File: config.mk
export PLATFORM = sky130hd
export DESIGN_NAME = io_port_arbiter
export DESIGN_NICKNAME = d
export VERILOG_FILES = /design/src/rtl/io_port_arbiter.sv
export SDC_FILE = /design/constraint.sdc
export NUM_CORES = 1
export LEC_CHECK = 0
export ABC_AREA = 1
export CORE_UTILIZATION = 36
export DETAILED_ROUTE_END_ITERATION = 10
export GPL_TIMING_DRIVEN = 0
export PLACE_DENSITY = 0.76
export SLEW_MARGIN = 40
export SYNTH_ARGS = -nofsm -noshare
export SYNTH_HDL_FRONTEND = slang
export SYNTH_SLANG_ARGS = --single-unit
File: constraint.sdc
create_clock -name clk -period 1.3 [get_ports clk]
set_clock_uncertainty 0.1 [all_clocks]
set_input_delay 0.325 -clock clk [delete_from_list [all_inputs] [get_ports clk]]
set_output_delay 0.325 -clock clk [all_outputs]
set_load 0.01 [all_outputs]
File: src/rtl/io_port_arbiter.sv
// Round-robin arbiter that shares one single-access I/O block among NREQ requesters.
// Each grant runs one complete write or read transaction, then pulses ack for the winner.
module io_port_arbiter #(
  parameter int NREQ   = 4,
  parameter int RD_LAT = 1
) (
  input  logic              clk,
  input  logic              reset,
  input  logic [NREQ-1:0]   req,
  input  logic [NREQ-1:0]   req_we,
  input  logic [2*NREQ-1:0] req_port,
  input  logic [8*NREQ-1:0] req_wdata,
  output logic [NREQ-1:0]   ack,
  output logic [7:0]        rdata,
  output logic              io_we,
  output logic [1:0]        io_sel_port,
  output logic [7:0]        io_wdata,
  input  logic [7:0]        io_rdata,
  output logic              busy
);

  localparam int GW = (NREQ > 1) ? $clog2(NREQ) : 1;
  localparam int CW = $clog2(RD_LAT + 1);

  typedef enum logic [1:0] {
    IDLE,
    ACCESS,
    RESP
  } state_t;

  state_t          state;
  state_t          state_nxt;
  logic [GW-1:0]   last_grant;
  logic [GW-1:0]   grant;
  logic [GW-1:0]   pick;
  logic [GW-1:0]   pick_all;
  logic [GW-1:0]   pick_upper;
  logic [NREQ-1:0] upper_mask;
  logic [NREQ-1:0] upper_req;
  logic            found;
  logic            we_q;
  logic [CW-1:0]   cnt;
  logic            access_done;

  // Requesters above the last winner take precedence; otherwise wrap to the lowest index.
  always_comb begin
    upper_mask = '0;
    pick_all   = '0;
    pick_upper = '0;
    for (int i = 0; i < NREQ; i++) begin
      upper_mask[i] = (i > int'(last_grant));
    end
    upper_req = req & upper_mask;
    for (int i = NREQ - 1; i >= 0; i--) begin
      if (req[i]) pick_all = GW'(i);
      if (upper_req[i]) pick_upper = GW'(i);
    end
    found = |req;
    pick  = (|upper_req) ? pick_upper : pick_all;
  end

  // A read holds the port for RD_LAT cycles after the select settles, plus the settle cycle.
  assign access_done = we_q || (cnt == CW'(RD_LAT));

  always_ff @(posedge clk) begin
    if (reset) begin
      state <= IDLE;
    end else begin
      state <= state_nxt;
    end
  end

  always_comb begin
    state_nxt = state;
    case (state)
      IDLE:    if (found) state_nxt = ACCESS;
      ACCESS:  if (access_done) state_nxt = RESP;
      RESP:    state_nxt = IDLE;
      default: state_nxt = IDLE;
    endcase
  end

  assign busy = (state != IDLE);

  always_ff @(posedge clk) begin
    if (reset) begin
      ack         <= '0;
      rdata       <= '0;
      io_we       <= 1'b0;
      io_sel_port <= '0;
      io_wdata    <= '0;
      last_grant  <= GW'(NREQ - 1);
      grant       <= '0;
      we_q        <= 1'b0;
      cnt         <= '0;
    end else begin
      ack <= '0;
      case (state)
        IDLE: begin
          if (found) begin
            grant       <= pick;
            we_q        <= req_we[pick];
            io_we       <= req_we[pick];
            io_sel_port <= req_port[int'(pick)*2 +: 2];
            io_wdata    <= req_wdata[int'(pick)*8 +: 8];
            cnt         <= '0;
          end
        end
        ACCESS: begin
          io_we <= 1'b0;
          if (!we_q) begin
            if (cnt == CW'(RD_LAT)) begin
              rdata <= io_rdata;
            end else begin
              cnt <= cnt + 1'b1;
            end
          end
          if (access_done) begin
            ack[grant] <= 1'b1;
          end
        end
        RESP: begin
          last_grant <= grant;
        end
        default: begin
          io_we <= 1'b0;
        end
      endcase
    end
  end

endmodule
==> run summary, run 1 <==
The run finished, with violations left. The final reports fail on setup timing. The number of hold-repair buffers added at the cts stage came out at 0. Across all setup checks in the final design, the least slack found is -0.2381 ns. The type of the tightest min-delay check is reg -> reg. Adding up every negative setup slack in the final design gives -3.486 ns.

The synthesized-area fraction occupied by ao, oa, aoi and oai cells is 0.1329. The portion of synthesized area spent on multiplexers is 0. Power spread over the standard cell area amounts to 1048 nW/um2. The endpoint required time on the critical path is 1.38 ns. The library cells used most frequently in the layout, excluding fill and tap cells, are nor2_1 (52), clkdlybuf4s50_1 (52), nand2_1 (40), inv_1 (19), dfxtp_1 (18). The fill cell total of the finished layout came out at 363.

The final period utilization came out at 1.183. The count of cell instances traversed by the critical path is 10. The worst ir drop on vdd is 0.7647 mV.

The number of sinks handled by clock tree synthesis came out at 31. The static power due to leakage is 0.001369 uW. The number of vias per cell came out at 4.834.

The sequential fraction of the synthesis area came out at 0.3833. The total vias in the final route came out at 1982. Of the total synthesized cell area, the portion taken by XOR and XNOR cells is 0.

The first-iteration detailed-routing DRC count came out at 84. By area, the combinational part of the netlist is dominated by simple AND/OR/NAND/NOR gates. The signal on the critical path passes through inv_2, nand2_4, nor2_4, nor2_2, nand2_2, nand2_4, buf_16, nor2_1, o21a_1, nor2_1. The width of the chip came out at 69.06 um. Dividing the synthesized area by the synthesized cell count gives 6.450 um2. The floorplan has 24 rows. The first global-routing pass estimated 9142 um of wire. The arrival time reported for the critical path endpoint came out at 1.62 ns. The number of global-route vias before repair is 1973. The Yosys step of the flow raised 0 warnings. The pre-CTS setup slack is -0.8020 ns. The final weighted congestion in routability-driven placement came out at 0.7766. The die height came out at 69.06 um.

The remaining antenna violation count after routing came out at 0. The maximum buffer depth of the clock tree is 2. The cell sitting at the root of the clock tree is a clkbuf_8. The adder and majority cell fraction of the synthesized area came out at 0. Measured against its own limit, the worst slew margin works out to 0.5862. The maximum cell stage delay along the critical path is 0.33 ns. The count of buffers from port buffering came out at 80. Entering global routing, the biggest net connects 11 pins. The die covers 4769 um2. The repair_antennas step left the layout with diodes totalling 0. The worst path in the final design needs a cycle of 1.538 ns, including I/O delays and setup. The clock tree from TritonCTS is yes. The clock buffer count from CTS is 5. STA classifies the critical path endpoint as a flip-flop. The area of the core came out at 4324 um2. The highest fanout seen on the critical path came out at 6.

The DRC violation count after routing came out at 0. The clock latency of the later-clocked register in the worst-skew pair is 0.28 ns. The number of distinct library cells after synthesis is 22.

The H-tree depth is 2. The critical path class is reg -> reg. The synthesized instance count is 251. Derived from the worst setup path, the maximum achievable clock frequency is 0.6502 GHz.

On the critical path, the stage with the largest delay is an instance of dfxtp_2. The synthesis-to-layout area growth came out at 85.01%. The average wire length per cell after detail routing came out at 13.77 um. The final cell count without fillers is 410. The I/O pin count is 82. The cell area that synthesis handed to floorplanning was 1619 um2.

For the pin with the worst max-slew slack, the measured transition is 0.6207 ns. STA classifies the critical path startpoint as a flip-flop. The number of detailed-route iterations in the first pass is 5. The number of max-slew violations in the final report came out at 0.

Max-cap violations in this run came to 0. The post-detailed-placement half-perimeter wirelength came out at 3440 um. The cell family contributing the most delay on the critical path is simple AND/OR/NAND/NOR gates. The initial utilization of the core area, before any placement, comes to 0.3744. The depth of the worst hold-timing path came out at 1. The overall track demand over capacity in global routing came out at 0.2404. After global routing the overflow that remains totals 0. The routed wire length came out at 5647 um. The register bit total from synthesis is 31. The initial antenna violation count came out at 0. Setup repair after global routing could not meet its margin everywhere. The final hold violation count came out at 0.

The simple-gate share of the synthesized area came out at 0.3864. The layout net count came out at 415. In this run the register-to-register setup slack is -0.24 ns. The worst-case reg-to-reg path depth came out at 10. The total of endpoints with negative setup slack in the final report came out at 23.

The total placed cells including tap cells came out at 383. The critical path contains buffers and inverters numbering 2 combined. The net count after synthesis is 309.

In the final layout, the share of cells above drive strength 1 is 0.3687. The register clock-pin slew on the reported worst setup and hold paths came out at 0.07 ns.
## Yosys cell counts
cell type,number,area share
nor2_2,5,0.019
nor2_4,1,0.0070
dfxtp_1,31,0.38
buf_2,3,0.0093
clkbuf_1,3,0.0070
a21oi_1,16,0.049
a211oi_1,1,0.0046
o21ai_0,12,0.037
inv_1,23,0.053
buf_6,1,0.0070
nand3b_1,1,0.0046
or2_1,1,0.0039
nand2_1,51,0.12
nand2_4,1,0.0070
buf_4,1,0.0046
nor3_1,5,0.015
o21a_1,9,0.042
nand3_1,17,0.053
nand2_2,5,0.019
inv_2,3,0.0070
nor2_1,60,0.14
buf_8,1,0.0093
## cell type report
cell class	count	area (um2)	share of cell area
Sequential cell	31	639.4	0.2135
Buffer	9	80.08	0.02673
Clock buffer	7	86.33	0.02882
Multi-Input combinational cell	185	1070	0.3571
Tap cell	52	65.06	0.02172
Timing Repair Buffer	99	949.7	0.3170
Clock inverter	1	5.005	0.001671
Inverter	26	100.1	0.03342
## state kept, by name (all words and copies together), names as in the netlist
| register | cells |
|---|---|
| state | 2 |
| io_we | 1 |
| grant | 2 |
| rdata | 8 |
| we_q | 1 |
| last_grant | 2 |
| ack | 4 |
| io_sel_port | 2 |
| cnt | 1 |
| io_wdata | 8 |
## routing by layer
layer,global-route usage,up-vias,share of wire
li1,-,1003,-
met1,0.2865,909,0.43
met2,0.4153,53,0.51
met3,0.04678,17,0.035
met4,0.1066,0,0.033
met5,0,-,0
## metrics by stage
| step | area [um2] | utilization | total power (uW) | hold slack, ns |
|---|---|---|---|---|
| 2_1_floorplan | 1652 | - | 1635 | 0.3238 |
| 3_5_place_dp | 2517 | 0.5822 | 2086 | 0.3415 |
| 3_3_place_gp | 2517 | 0.5822 | 2074 | 0.3405 |
| 6_report | 2995 | 0.6927 | 3140 | 0.3822 |
| 4_1_cts | 2894 | 0.6693 | 3051 | 0.3674 |
| 5_1_grt | 2995 | 0.6927 | 3320 | 0.3989 |
## report_power, final
group,total [uW],switching (uW),internal [uW]
Sequential,1140,77.2,1060
Clock,780,353,427
Combinational,1220,610,608
## cell families after synthesis
logic type / count (synthesis)
AOI/OAI and AO/OA: 38
DFF: 31
and+or+nand+nor: 147
buffers and inverters: 35
## timing repair
action,4_1_cts,5_1_grt
resized for setup,113,51
cloned,3,1
buffers inserted,12,3
endpoints found under the setup margin,46,46
pin swaps,28,17
## worst paths after layout
check                              endpoint           from
worst max-delay path            io_wdata[2]  last_grant[0]
worst min-delay path                 ack[0]       grant[1]
worst max register to register  io_wdata[2]  last_grant[0]
worst min register to register       ack[0]       grant[1]
(Power assumes the default switching activity.)
==> run 2: changes to the inputs <==
Settings changed: HOLD_SLACK_MARGIN set to 0.03, PLACE_DENSITY 0.76 to 0.85.
==> run 2 against run 1 <==
Net effect:
- count of clock-buffer cells in the layout decreased by 2
- combinational power is 7% higher
- die area unchanged
- utilization rose by 2.2 points
- worst hold slack gained 0.0063 ns
- setup slack got worse by 0.043 ns
- wire length grew 9.1%
- the flow still finishes with violations (setup timing)
==> run summary, run 2 (synthesis results as in run 1) <==
The initial antenna violation count came to 0 (unchanged). The share of the core filled with cells in the final layout came out at 0.7147 (+0.02199). The cell area after placement was 2517 um2 (unchanged). The clock tree from TritonCTS is yes. The first-iteration detailed-routing DRC count is 101 (+20%). The highest fanout seen on the critical path came to 5 (-1). The total vias in the final route came out at 2066 (+4.2%). The arrival time reported for the critical path endpoint came out at 1.67 ns (+0.05 ns). The standard-cell row count is 24 (unchanged). The H-tree depth is 2 (unchanged). The overall die area is 4769 um2 (unchanged). The remaining antenna violation count after routing came out at 0 (unchanged). The run finished, with violations left.

The final cell count without fillers came out at 413 (+0.73%). The post-detailed-placement half-perimeter wirelength is 3377 um (-1.8%). The count of buffers from port buffering is 80 (unchanged). The number of vias per cell is 5.002 (+3.5%). Leaving out fill and tap cells, the most frequent cell in the layout is clkdlybuf4s50_1. The global-route wire length before repair is 9011 um (-1.4%). The slew at the pin closest to its max-slew limit is 0.5992 ns (-0.02149 ns).

Setup repair after global routing could not meet its margin everywhere. The tree is rooted in a clkbuf_8. The share of total power in combinational logic is 0.382 (-0.006). In the final layout, the registers with the most flip-flops are io_wdata: 8 flops, rdata: 8 flops, ack: 4 flops. The remaining global-route overflow came to 0 (unchanged). The static power due to leakage came out at 0.001391 uW (+1.6%). The number of maximum-capacitance violations came out at 0 (unchanged). The die height was 69.06 um (unchanged). The critical path is of the reg -> reg type. The switching power summed over all nets was 1109 uW (+6.5%). The worst ir drop on vdd was 0.7488 mV (-2.1%). The final reports fail on setup timing. The synthesis-to-layout area growth is 90.88%.

The overall track demand over capacity in global routing came to 0.2354 (-0.005003). The final weighted congestion in routability-driven placement is 0.8017 (+3.2%). The average wire length per cell after detail routing came to 14.92 um (+8.3%).

The internal power contribution is 2294 uW (+9.2%). The pin count of the biggest net entering global routing is 12 (+1). The proportion of power drawn by the clock network came out at 0.279 (+0.031).

The slack of the critical path is -0.2811 ns (-0.04304 ns). The number of sinks handled by clock tree synthesis is 31 (unchanged). The tightest min-delay check is of the reg -> reg type. The launching element type of the critical path is a flip-flop. The final period utilization came to 1.216 (+0.03311). The clock latency of the later-clocked register in the worst-skew pair is 0.29 ns (about the same). The number of global-route vias before repair is 1970 (-0.15%). The maximum buffer depth of the clock tree came to 2 (unchanged). The routed metal-1 wirelength came to 2498 um (+3.9%).

The worst hold slack is 0.3884 ns (+0.006251 ns). The share of layout cells above drive strength 1 came out at 0.3906 (+0.02187). The count of inserted antenna diode cells came out at 0 (unchanged). The routed wire length came out at 6160 um (+9.1%). The number of hold-repair buffers added at the cts stage came to 0 (unchanged). The max-slew headroom at the worst pin was 0.6005 (+0.01432). The worst setup path is captured at a flip-flop.

The register clock-pin slew on the reported worst setup and hold paths came out at 0.07 ns (about the same). The number of detailed-route iterations in the first pass is 4 (-1). The setup TNS came to -4.405 ns (-0.9190 ns). The total of endpoints with negative setup slack in the final report is 23 (unchanged). The final instance area was 3090 um2 (+3.2%). The top layer used by detailed routing is met4. The layout net count came out at 418 (+0.72%).

The highest attainable clock frequency is 0.6325 GHz (-2.7%). The clock period minus worst slack is 1.581 ns (+0.04304 ns). Leaving out fill and tap cells, the most frequent cells in the layout are clkdlybuf4s50_1 (52), nor2_1 (48), nand2_1 (40), inv_1 (16), dfxtp_1 (16). The length of routed met3 wiring came out at 252 um (+29%).

The endpoint required time on the critical path is 1.38 ns (about the same). The number of max-slew violations in the final report came out at 0 (unchanged). The DRC violation count after routing was 0 (unchanged). The final hold violation count came out at 0 (unchanged). The part of the power in registers came out at 0.339 (-0.025).

The starting utilization of the core area was 0.3744 (unchanged). The I/O pin count is 82 (unchanged). The total power density per cell area came out at 1101 nW/um2 (+5.0%). The area of the core was 4324 um2 (unchanged). The width of the chip was 69.06 um (unchanged). The total placed cells including tap cells is 383 (unchanged). The switching share of power came out at 0.3259 (-0.005527).

The clock buffer count from CTS is 5 (unchanged). The met2 routed wirelength came out at 3180 um (+11%).
-- run 2: final timing paths --
check                     start             end  slack (ns)  depth (start not counted)
hold / removal         grant[1]          ack[0]        0.39                          1
hold reg to reg        grant[1]          ack[0]        0.39                          1
setup reg to reg  last_grant[0]  io_sel_port[0]       -0.28                         11
setup / recovery  last_grant[0]  io_sel_port[0]       -0.28                         11
-- run 2: worst max-delay path: stages (launching register included) --
cell and delay [ns]:
dfxtp_2 0.34, inv_2 0.07, nand2_4 0.06, nor2_4 0.16, nor2_4 0.06, nand2_2 0.08
nand2_4 0.08, buf_12 0.14, buf_8 0.12, nor2_2 0.09, o21a_1 0.13, nor2_1 0.04
-- run 2: layer usage --
| metal | global-route usage | vias up |
|---|---|---|
| met5 | 0 | - |
| met4 | 0.1179 | 0 |
| met3 | 0.03655 | 22 |
| met2 | 0.4186 | 80 |
| met1 | 0.2708 | 958 |
| li1 | - | 1006 |
-- run 2: through the flow --
step / power (uW) / setup WS, ns
floorplan: 1635 / -0.03502
global placement: 2068 / -0.7795
detailed placement: 2083 / -0.7819
CTS: 3244 / -0.2365
global route: 3573 / -0.3549
finish: 3403 / -0.2811
-- run 2: cell type report --
cell class | count | area, um2
Sequential cell | 31 | 646.9
Timing Repair Buffer | 103 | 988.4
Multi-Input combinational cell | 185 | 1097
Buffer | 8 | 72.57
Clock inverter | 3 | 43.79
Clock buffer | 5 | 68.82
Fill cell | 322 | 1234
Inverter | 26 | 107.6
Tap cell | 52 | 65.06
-- run 2: power by group through the flow --
stage | logic [uW] | registers (uW) | clock network [uW]
2_1_floorplan | 463 | 1170 | 0
3_3_place_gp | 927 | 1140 | 0
3_5_place_dp | 938 | 1140 | 0
4_1_cts | 1140 | 1130 | 974
5_1_grt | 1390 | 1160 | 1020
6_report | 1300 | 1150 | 950
-- run 2: what timing repair did --
action | in CTS | in global routing
setup buffers | 14 | 10
pin swaps | 16 | 21
resized for setup | 110 | 79
setup endpoints to repair | 46 | 46
cloned | 2 | 1
